## src/rtl/victory_overlay_if.sv

```systemverilog
// Pixel/ROM/control bundle between the victory overlay and its neighbours.
// The master drives the win/frame events, pixel coordinates and ROM data; the slave is the overlay.
interface victory_overlay_if;
  logic       win;
  logic       frame_tick;
  logic [9:0] DrawX;
  logic [9:0] DrawY;
  logic [8:0] read_address;
  logic [3:0] rom_data;
  logic       sprite_on;
  logic [7:0] Red;
  logic [7:0] Green;
  logic [7:0] Blue;
  logic       active;
  logic       done;

  modport master (
    output win, frame_tick, DrawX, DrawY, rom_data,
    input  read_address, sprite_on, Red, Green, Blue, active, done
  );

  modport slave (
    input  win, frame_tick, DrawX, DrawY, rom_data,
    output read_address, sprite_on, Red, Green, Blue, active, done
  );
endinterface

```

## src/rtl/victory_overlay.sv

```systemverilog
// Victory sprite overlay: timed SHOW window, scaled box test, 3-cycle pixel pipeline and palette.
// Optional blinking during SHOW is enabled by defining VICTORY_BLINK_EN.
module victory_overlay #(
  parameter int unsigned POS_X        = 288,
  parameter int unsigned POS_Y        = 208,
  parameter int unsigned SCALE_LOG2   = 2,
  parameter int unsigned HOLD_FRAMES  = 120,
  parameter int unsigned BLINK_FRAMES = 15
) (
  input  logic             Clk,
  input  logic             Reset,
  victory_overlay_if.slave bus
);

  localparam int unsigned BOX   = 16 << SCALE_LOG2;
  localparam int unsigned CNT_W = 8;
  localparam int unsigned CRD_W = 11;

  typedef enum logic {IDLE, SHOW} state_t;

  state_t             state;
  logic [CNT_W-1:0]   frame_cnt;
  logic               phase;
  logic               vis_d1;
  logic               vis_d2;
  logic [CRD_W-1:0]   dx;
  logic [CRD_W-1:0]   dy;
  logic               in_box;
  logic               vis;
  logic               opaque;
  logic [8:0]         addr;

`ifdef VICTORY_BLINK_EN
  logic [CNT_W-1:0]   blink_cnt;
`else
  assign phase = 1'b1;
`endif

  function automatic logic [23:0] palette(input logic [3:0] idx);
    case (idx)
      4'd0:    palette = 24'h000000;
      4'd1:    palette = 24'hFFFFFF;
      4'd2:    palette = 24'h000000;
      4'd3:    palette = 24'hFFD700;
      4'd4:    palette = 24'hFF0000;
      4'd5:    palette = 24'h00FF00;
      4'd6:    palette = 24'h0000FF;
      default: palette = 24'h808080;
    endcase
  endfunction

  // Stage 0: signed box offsets; a set sign bit means left of / above the box.
  always_comb begin
    dx     = {1'b0, bus.DrawX} - CRD_W'(POS_X);
    dy     = {1'b0, bus.DrawY} - CRD_W'(POS_Y);
    in_box = !dx[CRD_W-1] && !dy[CRD_W-1] && (dx < CRD_W'(BOX)) && (dy < CRD_W'(BOX));
    addr   = {1'b0, dy[SCALE_LOG2+3 -: 4], dx[SCALE_LOG2+3 -: 4]};
    vis    = bus.active & in_box & phase;
    opaque = vis_d2 & (bus.rom_data != 4'd0);
  end

  // Show-window FSM with frame counter; done pulses on the exit transition only.
  always_ff @(posedge Clk) begin
    if (Reset) begin
      state      <= IDLE;
      frame_cnt  <= '0;
      bus.active <= 1'b0;
      bus.done   <= 1'b0;
`ifdef VICTORY_BLINK_EN
      phase      <= 1'b1;
      blink_cnt  <= '0;
`endif
    end else begin
      bus.done <= 1'b0;
      case (state)
        IDLE: begin
          if (bus.win) begin
            state      <= SHOW;
            frame_cnt  <= '0;
            bus.active <= 1'b1;
`ifdef VICTORY_BLINK_EN
            phase      <= 1'b1;
            blink_cnt  <= '0;
`endif
          end
        end
        SHOW: begin
          if (bus.frame_tick) begin
            frame_cnt <= frame_cnt + CNT_W'(1);
            if (frame_cnt == CNT_W'(HOLD_FRAMES - 1)) begin
              state      <= IDLE;
              bus.active <= 1'b0;
              bus.done   <= 1'b1;
            end
`ifdef VICTORY_BLINK_EN
            if (blink_cnt == CNT_W'(BLINK_FRAMES - 1)) begin
              blink_cnt <= '0;
              phase     <= ~phase;
            end else begin
              blink_cnt <= blink_cnt + CNT_W'(1);
            end
`endif
          end
        end
      endcase
    end
  end

  // Pixel pipeline: address/vis, ROM read slot, colour output.
  always_ff @(posedge Clk) begin
    if (Reset) begin
      bus.read_address <= '0;
      vis_d1           <= 1'b0;
      vis_d2           <= 1'b0;
      bus.sprite_on    <= 1'b0;
      bus.Red          <= '0;
      bus.Green        <= '0;
      bus.Blue         <= '0;
    end else begin
      bus.read_address <= (bus.active & in_box) ? addr : '0;
      vis_d1           <= vis;
      vis_d2           <= vis_d1;
      bus.sprite_on    <= opaque;
      {bus.Red, bus.Green, bus.Blue} <= opaque ? palette(bus.rom_data) : 24'h000000;
    end
  end

endmodule

```

## src/flat_wrapper.sv

```systemverilog
// flat-port wrapper written by rule: the top's interface ports become plain ports
module victory_overlay_flat 
#(
  parameter int unsigned POS_X        = 288,
  parameter int unsigned POS_Y        = 208,
  parameter int unsigned SCALE_LOG2   = 2,
  parameter int unsigned HOLD_FRAMES  = 120,
  parameter int unsigned BLINK_FRAMES = 15
)
  (Clk, Reset, bus_win, bus_frame_tick, bus_DrawX, bus_DrawY, bus_rom_data, bus_read_address, bus_sprite_on, bus_Red, bus_Green, bus_Blue, bus_active, bus_done);
  victory_overlay_if bus_i ();
  input  logic Clk;
  input  logic Reset;
  input wire logic [$bits(bus_i.win)-1:0] bus_win;
  input wire logic [$bits(bus_i.frame_tick)-1:0] bus_frame_tick;
  input wire logic [$bits(bus_i.DrawX)-1:0] bus_DrawX;
  input wire logic [$bits(bus_i.DrawY)-1:0] bus_DrawY;
  input wire logic [$bits(bus_i.rom_data)-1:0] bus_rom_data;
  output wire logic [$bits(bus_i.read_address)-1:0] bus_read_address;
  output wire logic [$bits(bus_i.sprite_on)-1:0] bus_sprite_on;
  output wire logic [$bits(bus_i.Red)-1:0] bus_Red;
  output wire logic [$bits(bus_i.Green)-1:0] bus_Green;
  output wire logic [$bits(bus_i.Blue)-1:0] bus_Blue;
  output wire logic [$bits(bus_i.active)-1:0] bus_active;
  output wire logic [$bits(bus_i.done)-1:0] bus_done;
  assign bus_i.win = bus_win;
  assign bus_i.frame_tick = bus_frame_tick;
  assign bus_i.DrawX = bus_DrawX;
  assign bus_i.DrawY = bus_DrawY;
  assign bus_i.rom_data = bus_rom_data;
  assign bus_read_address = bus_i.read_address;
  assign bus_sprite_on = bus_i.sprite_on;
  assign bus_Red = bus_i.Red;
  assign bus_Green = bus_i.Green;
  assign bus_Blue = bus_i.Blue;
  assign bus_active = bus_i.active;
  assign bus_done = bus_i.done;
  victory_overlay #(.POS_X(POS_X), .POS_Y(POS_Y), .SCALE_LOG2(SCALE_LOG2), .HOLD_FRAMES(HOLD_FRAMES), .BLINK_FRAMES(BLINK_FRAMES)) u_core (.Clk(Clk), .Reset(Reset), .bus(bus_i));
endmodule
```

## config.mk

```make
export PLATFORM = sky130hd
export DESIGN_NAME = victory_overlay_flat
export DESIGN_NICKNAME = d
export VERILOG_FILES = /design/src/rtl/victory_overlay_if.sv /design/src/rtl/victory_overlay.sv /design/src/flat_wrapper.sv
export SDC_FILE = /design/constraint.sdc
export NUM_CORES = 1
export LEC_CHECK = 0
export ABC_AREA = 1
export ABC_CLOCK_PERIOD_IN_PS = 1200
export BUFFER_PORTS_ARGS = -buffer_cell sky130_fd_sc_hd__buf_2
export CAP_MARGIN = 20
export CORE_ASPECT_RATIO = 0.5
export CORE_MARGIN = 2
export CORE_UTILIZATION = 42
export CTS_CLUSTER_DIAMETER = 50
export DETAILED_ROUTE_END_ITERATION = 7
export PLACE_DENSITY = 0.75
export SYNTH_ARGS = -nofsm -noshare
export SYNTH_HDL_FRONTEND = slang
export SYNTH_SLANG_ARGS = --single-unit
```

## constraint.sdc

```tcl
create_clock -name Clk -period 1.2 [get_ports Clk]
set_clock_uncertainty 0.05 [all_clocks]
set_input_delay 0.18 -clock Clk [delete_from_list [all_inputs] [get_ports Clk]]
set_output_delay 0.18 -clock Clk [all_outputs]
set_load 0.005 [all_outputs]
```

==> metrics.md <==
| Metric | Value |
|---|---|
| Final Wtd Congestion | `approximately 0.74` |
| Maximum single-stage delay on the critical path | `0.35 ns` |
| Vias after detailed routing | `between 1000 and 1500` |
| Horiz. Die Dim | `slightly below 90 µm` |
| Global-route wire length before repair | `between 4 and 5 mm` |
| Worst-path clk slew | `approximately 0.060 ns` |
| Clock Latency Late Sink | `0.27 ns` |
| Crit start category | `register` |
| Post-CTS setup buffers | `0` |
| Top area cells in the synthesized netlist | `sky130_fd_sc_hd__dfxtp_1 40%, sky130_fd_sc_hd__buf_4 9.3%, sky130_fd_sc_hd__nand2_1 7.7%` |
| Classification of the worst setup path | `register to register` |
| Portion of the post-synthesis area used by sequential elements | `between 30% and 40%` |
| CTS Hold Bufs | `0` |
| Most utilized layer in the global route result | `met2` |
| Worst Setup Slack post-DPL | `-0.1807 ns` |
| Largest buffer count on any clock path | `2` |
| Violations in the final reports | `negative setup slack` |
| Global routing met3 resource utilization | `between 5 and 6%` |
| Share of synthesized cell area in full adder, half adder and majority cells | `~2.6%` |
| P_leak | `between 0.9 and 1 nW` |
| Combinational family with the most area after synthesis | `simple AND/OR/NAND/NOR gates` |
| Synthesized instance count | `between 150 and 200` |
| Buf/Inv on CP | `2` |
| CTS tree | `yes` |
| Drt drc | `0` |
| Final sum of negative setup slack | `-0.01599 ns` |
| Most common cell after layout, fill and taps aside | `sky130_fd_sc_hd__buf_2` |
| Fraction of the cycle the final worst path needs | `100.8%` |
| Avg WL per Cell | `between 9 and 10 µm` |
| Syn Nets | `~220` |
| Initial standard-cell utilization of the core | `43.04%` |
| Number of routed nets with antenna violations | `0` |
| Maximum fanout encountered on the critical timing path | `3` |
| H-tree depth reported by CTS | `2` |
| Slowest CP cell | `sky130_fd_sc_hd__dfxtp_2` |
| Max-cap viol count | `0` |
| Final non-filler cell total | `just under 300` |
| Yosys top cell area share | `about 40%` |
| Unrepaired setup endpoints after global routing | `yes` |
| Core footprint | `around 3400 µm²` |
| Vertical die dimension | `between 40 and 50 µm` |
| Routed vias/inst | `4.578` |
| Status | `complete, but fails checks` |
| Mean post-synth cell area | `about 7.9 µm²` |
| Initial antenna violation count | `0` |
| Synth warnings | `0` |
| GRT Util Overall | `roughly 14%` |
| Met1 routing resource usage after global routing | `between 10% and 20%` |
| Highest-count cells in the layout ignoring fill and taps | `58 x sky130_fd_sc_hd__buf_2, 29 x sky130_fd_sc_hd__nand2_1, 27 x sky130_fd_sc_hd__inv_1, 27 x sky130_fd_sc_hd__dfxtp_1, 14 x sky130_fd_sc_hd__buf_4` |
| Data arrival time of the critical path | `between 1 and 1.5 ns` |
| Via count of the first global-routing pass | `between 1000 and 1500` |
| Antenna fix cells | `0` |
| Number of port buffers | `just under 60` |
| Path category of the worst min-delay check | `input port to register` |
| Proportion of layout cells with a drive suffix above 1 | `44.13%` |
| Cell accounting for the most synthesized area | `sky130_fd_sc_hd__dfxtp_1` |
| Type of destination of the critical path | `register` |
| Dpl cells | `roughly 280` |
| Max Clock Freq | `826.7 MHz` |
| R2R setup slack | `-0.01 ns` |
| Fin Hold WS | `about 0.068 ns` |
| Final Max Slew Viols | `0` |
| Xor and xnor fraction of the mapped netlist area | `0%` |
| Peak VDD IR | `between 0.3 and 0.4 mV` |
| Seq cells post-synth | `29` |
| Nets | `277` |
| Crit path required time | `1.32 ns` |
| Summed instance area of the synthesized netlist | `1454 µm²` |
| Synthesized-area fraction occupied by ao, oa, aoi and oai cells | `under 10%` |
| EDFF count, synth | `0` |
| Met2 track utilization from global routing | `about a quarter` |
| Mux contribution to synthesized area | `0%` |
| Crit-path leading delay family | `simple AND/OR/NAND/NOR gates` |
| Area growth from synthesis to layout | `30.12%` |
| Final setup violation count | `3` |
| Ordered cell list for the critical path | `ha_4 -> inv_2 -> nor3_2 -> nand4_1 -> o211ai_1 -> inv_1` |
| Post-Route WL | `2.773 mm` |
| Setup ws final | `-0.009579 ns` |
| Count of boundary I/O pins | `64` |
| Post-Synth Simple-Gate Area | `a little under a third` |
| Share of flip-flops with an asynchronous set or reset after synthesis | `0%` |
| Final design utilization | `a little under three fifths` |
| Filler Cell Count | `326` |
| Total power divided by cell area | `1025 nW/µm²` |
| Synth Flop Type | `sky130_fd_sc_hd__dfxtp_1` |
| Detailed Routing Iterations Pass 1 | `4` |
| Root buffer cell | `sky130_fd_sc_hd__clkbuf_8` |
| Std cell rows | `15` |
| Clk sink count | `29` |
| Minimum clock period | `~1.2 ns` |
| Overflow left after global routing | `0` |
| Cell variety after synth | `28` |
| Overall die area | `about 4000 µm²` |
| Violation count after the first detailed-route iteration | `34` |
| Number of buffers created by CTS | `5` |
| Half-perimeter wire length of the detailed placement result | `approximately 2.1 mm` |
| Footprint of the flip-flops and latches | `between 500 and 600 µm²` |
| Largest net degree at the start of global routing | `10` |
| Final Hold Violating Endpoints | `0` |
| Total area of multi-input combinational cells | `650.6 µm²` |
[worst register-to-register path, cell delays in order, from the launching register on]
cell and delay (ns):
sky130_fd_sc_hd__dfxtp_2 0.35, sky130_fd_sc_hd__ha_4 0.14, sky130_fd_sc_hd__inv_2 0.03, sky130_fd_sc_hd__nor3_2 0.18, sky130_fd_sc_hd__nand4_1 0.18, sky130_fd_sc_hd__o211ai_1 0.13
sky130_fd_sc_hd__inv_1 0.05
[path summary, 6_finish.rpt]
check,startpoint,to,depth (start not counted)
setup / recovery,u_core.frame_cnt[1],u_core.state,6
hold / removal,bus_rom_data[3],u_core.bus.Green[5],2
setup reg to reg,u_core.frame_cnt[1],u_core.state,6
hold reg to reg,u_core.vis_d1,u_core.vis_d2,2
[per-layer routing]
layer / routed length [µm] / share of wire (%)
met1: 1265 / 46
met2: 1328 / 48
met5: 0 / 0
met4: 14 / 0.50
met3: 166 / 6.0
[area by class of cell]
cell class                      instances  share of cell area [%]
Tap cell                               42                   2.778
Multi-Input combinational cell        104                   34.39
Timing Repair Buffer                   72                   20.90
Inverter                               34                   6.878
Clock buffer                            8                   4.233
Sequential cell                        29                   30.82
[cells in the mapped netlist, drive strengths merged, types with 3 or more instances]
cell type	count
inv	33
nand2	32
dfxtp	29
buf	18
nand3	17
nor2	14
nor3	13
a21oi	9
o21ai	6
ha	3
nand4	3
[kinds of logic after synthesis]
kind of cell / after synthesis
AOI/OAI and AO/OA: 19
adders and majority gates: 3
buffers and inverters: 52
DFF: 29
other: 1
and+or+nand+nor: 81
[metrics by stage]
stage | cell area (µm²) | power (W)
3_5_place_dp | 1782 | 0.001220
4_1_cts | 1862 | 0.001970
5_1_grt | 1892 | 0.002034
6_report | 1892 | 0.001938
3_3_place_gp | 1782 | 0.001214
2_1_floorplan | 1469 | 0.001116
[repair_timing]
item | in CTS | in global routing
resized for setup | 1 | 7
endpoints found under the hold margin | 0 | 0
endpoints found under the setup margin | 2 | 6
pin swaps | 5 | 3
[flip-flops by register name, summed over array words and instances, names as in the netlist]
signal                   cells
u_core.bus.read_address      8
u_core.frame_cnt             8
u_core.bus.Green             3
u_core.bus.Blue              2
u_core.bus.Red               2
u_core.bus.active            1
u_core.bus.done              1
u_core.bus.sprite_on         1
u_core.state                 1
u_core.vis_d1                1
u_core.vis_d2                1
[power by group]
part           switching (W)  leakage (nW)  internal [W]
combinational       0.000131         0.685     0.0000952
clock               0.000324        0.0395      0.000410
sequential        0.00000584         0.235      0.000972
Note: power is estimated with default switching activity, not from simulation.
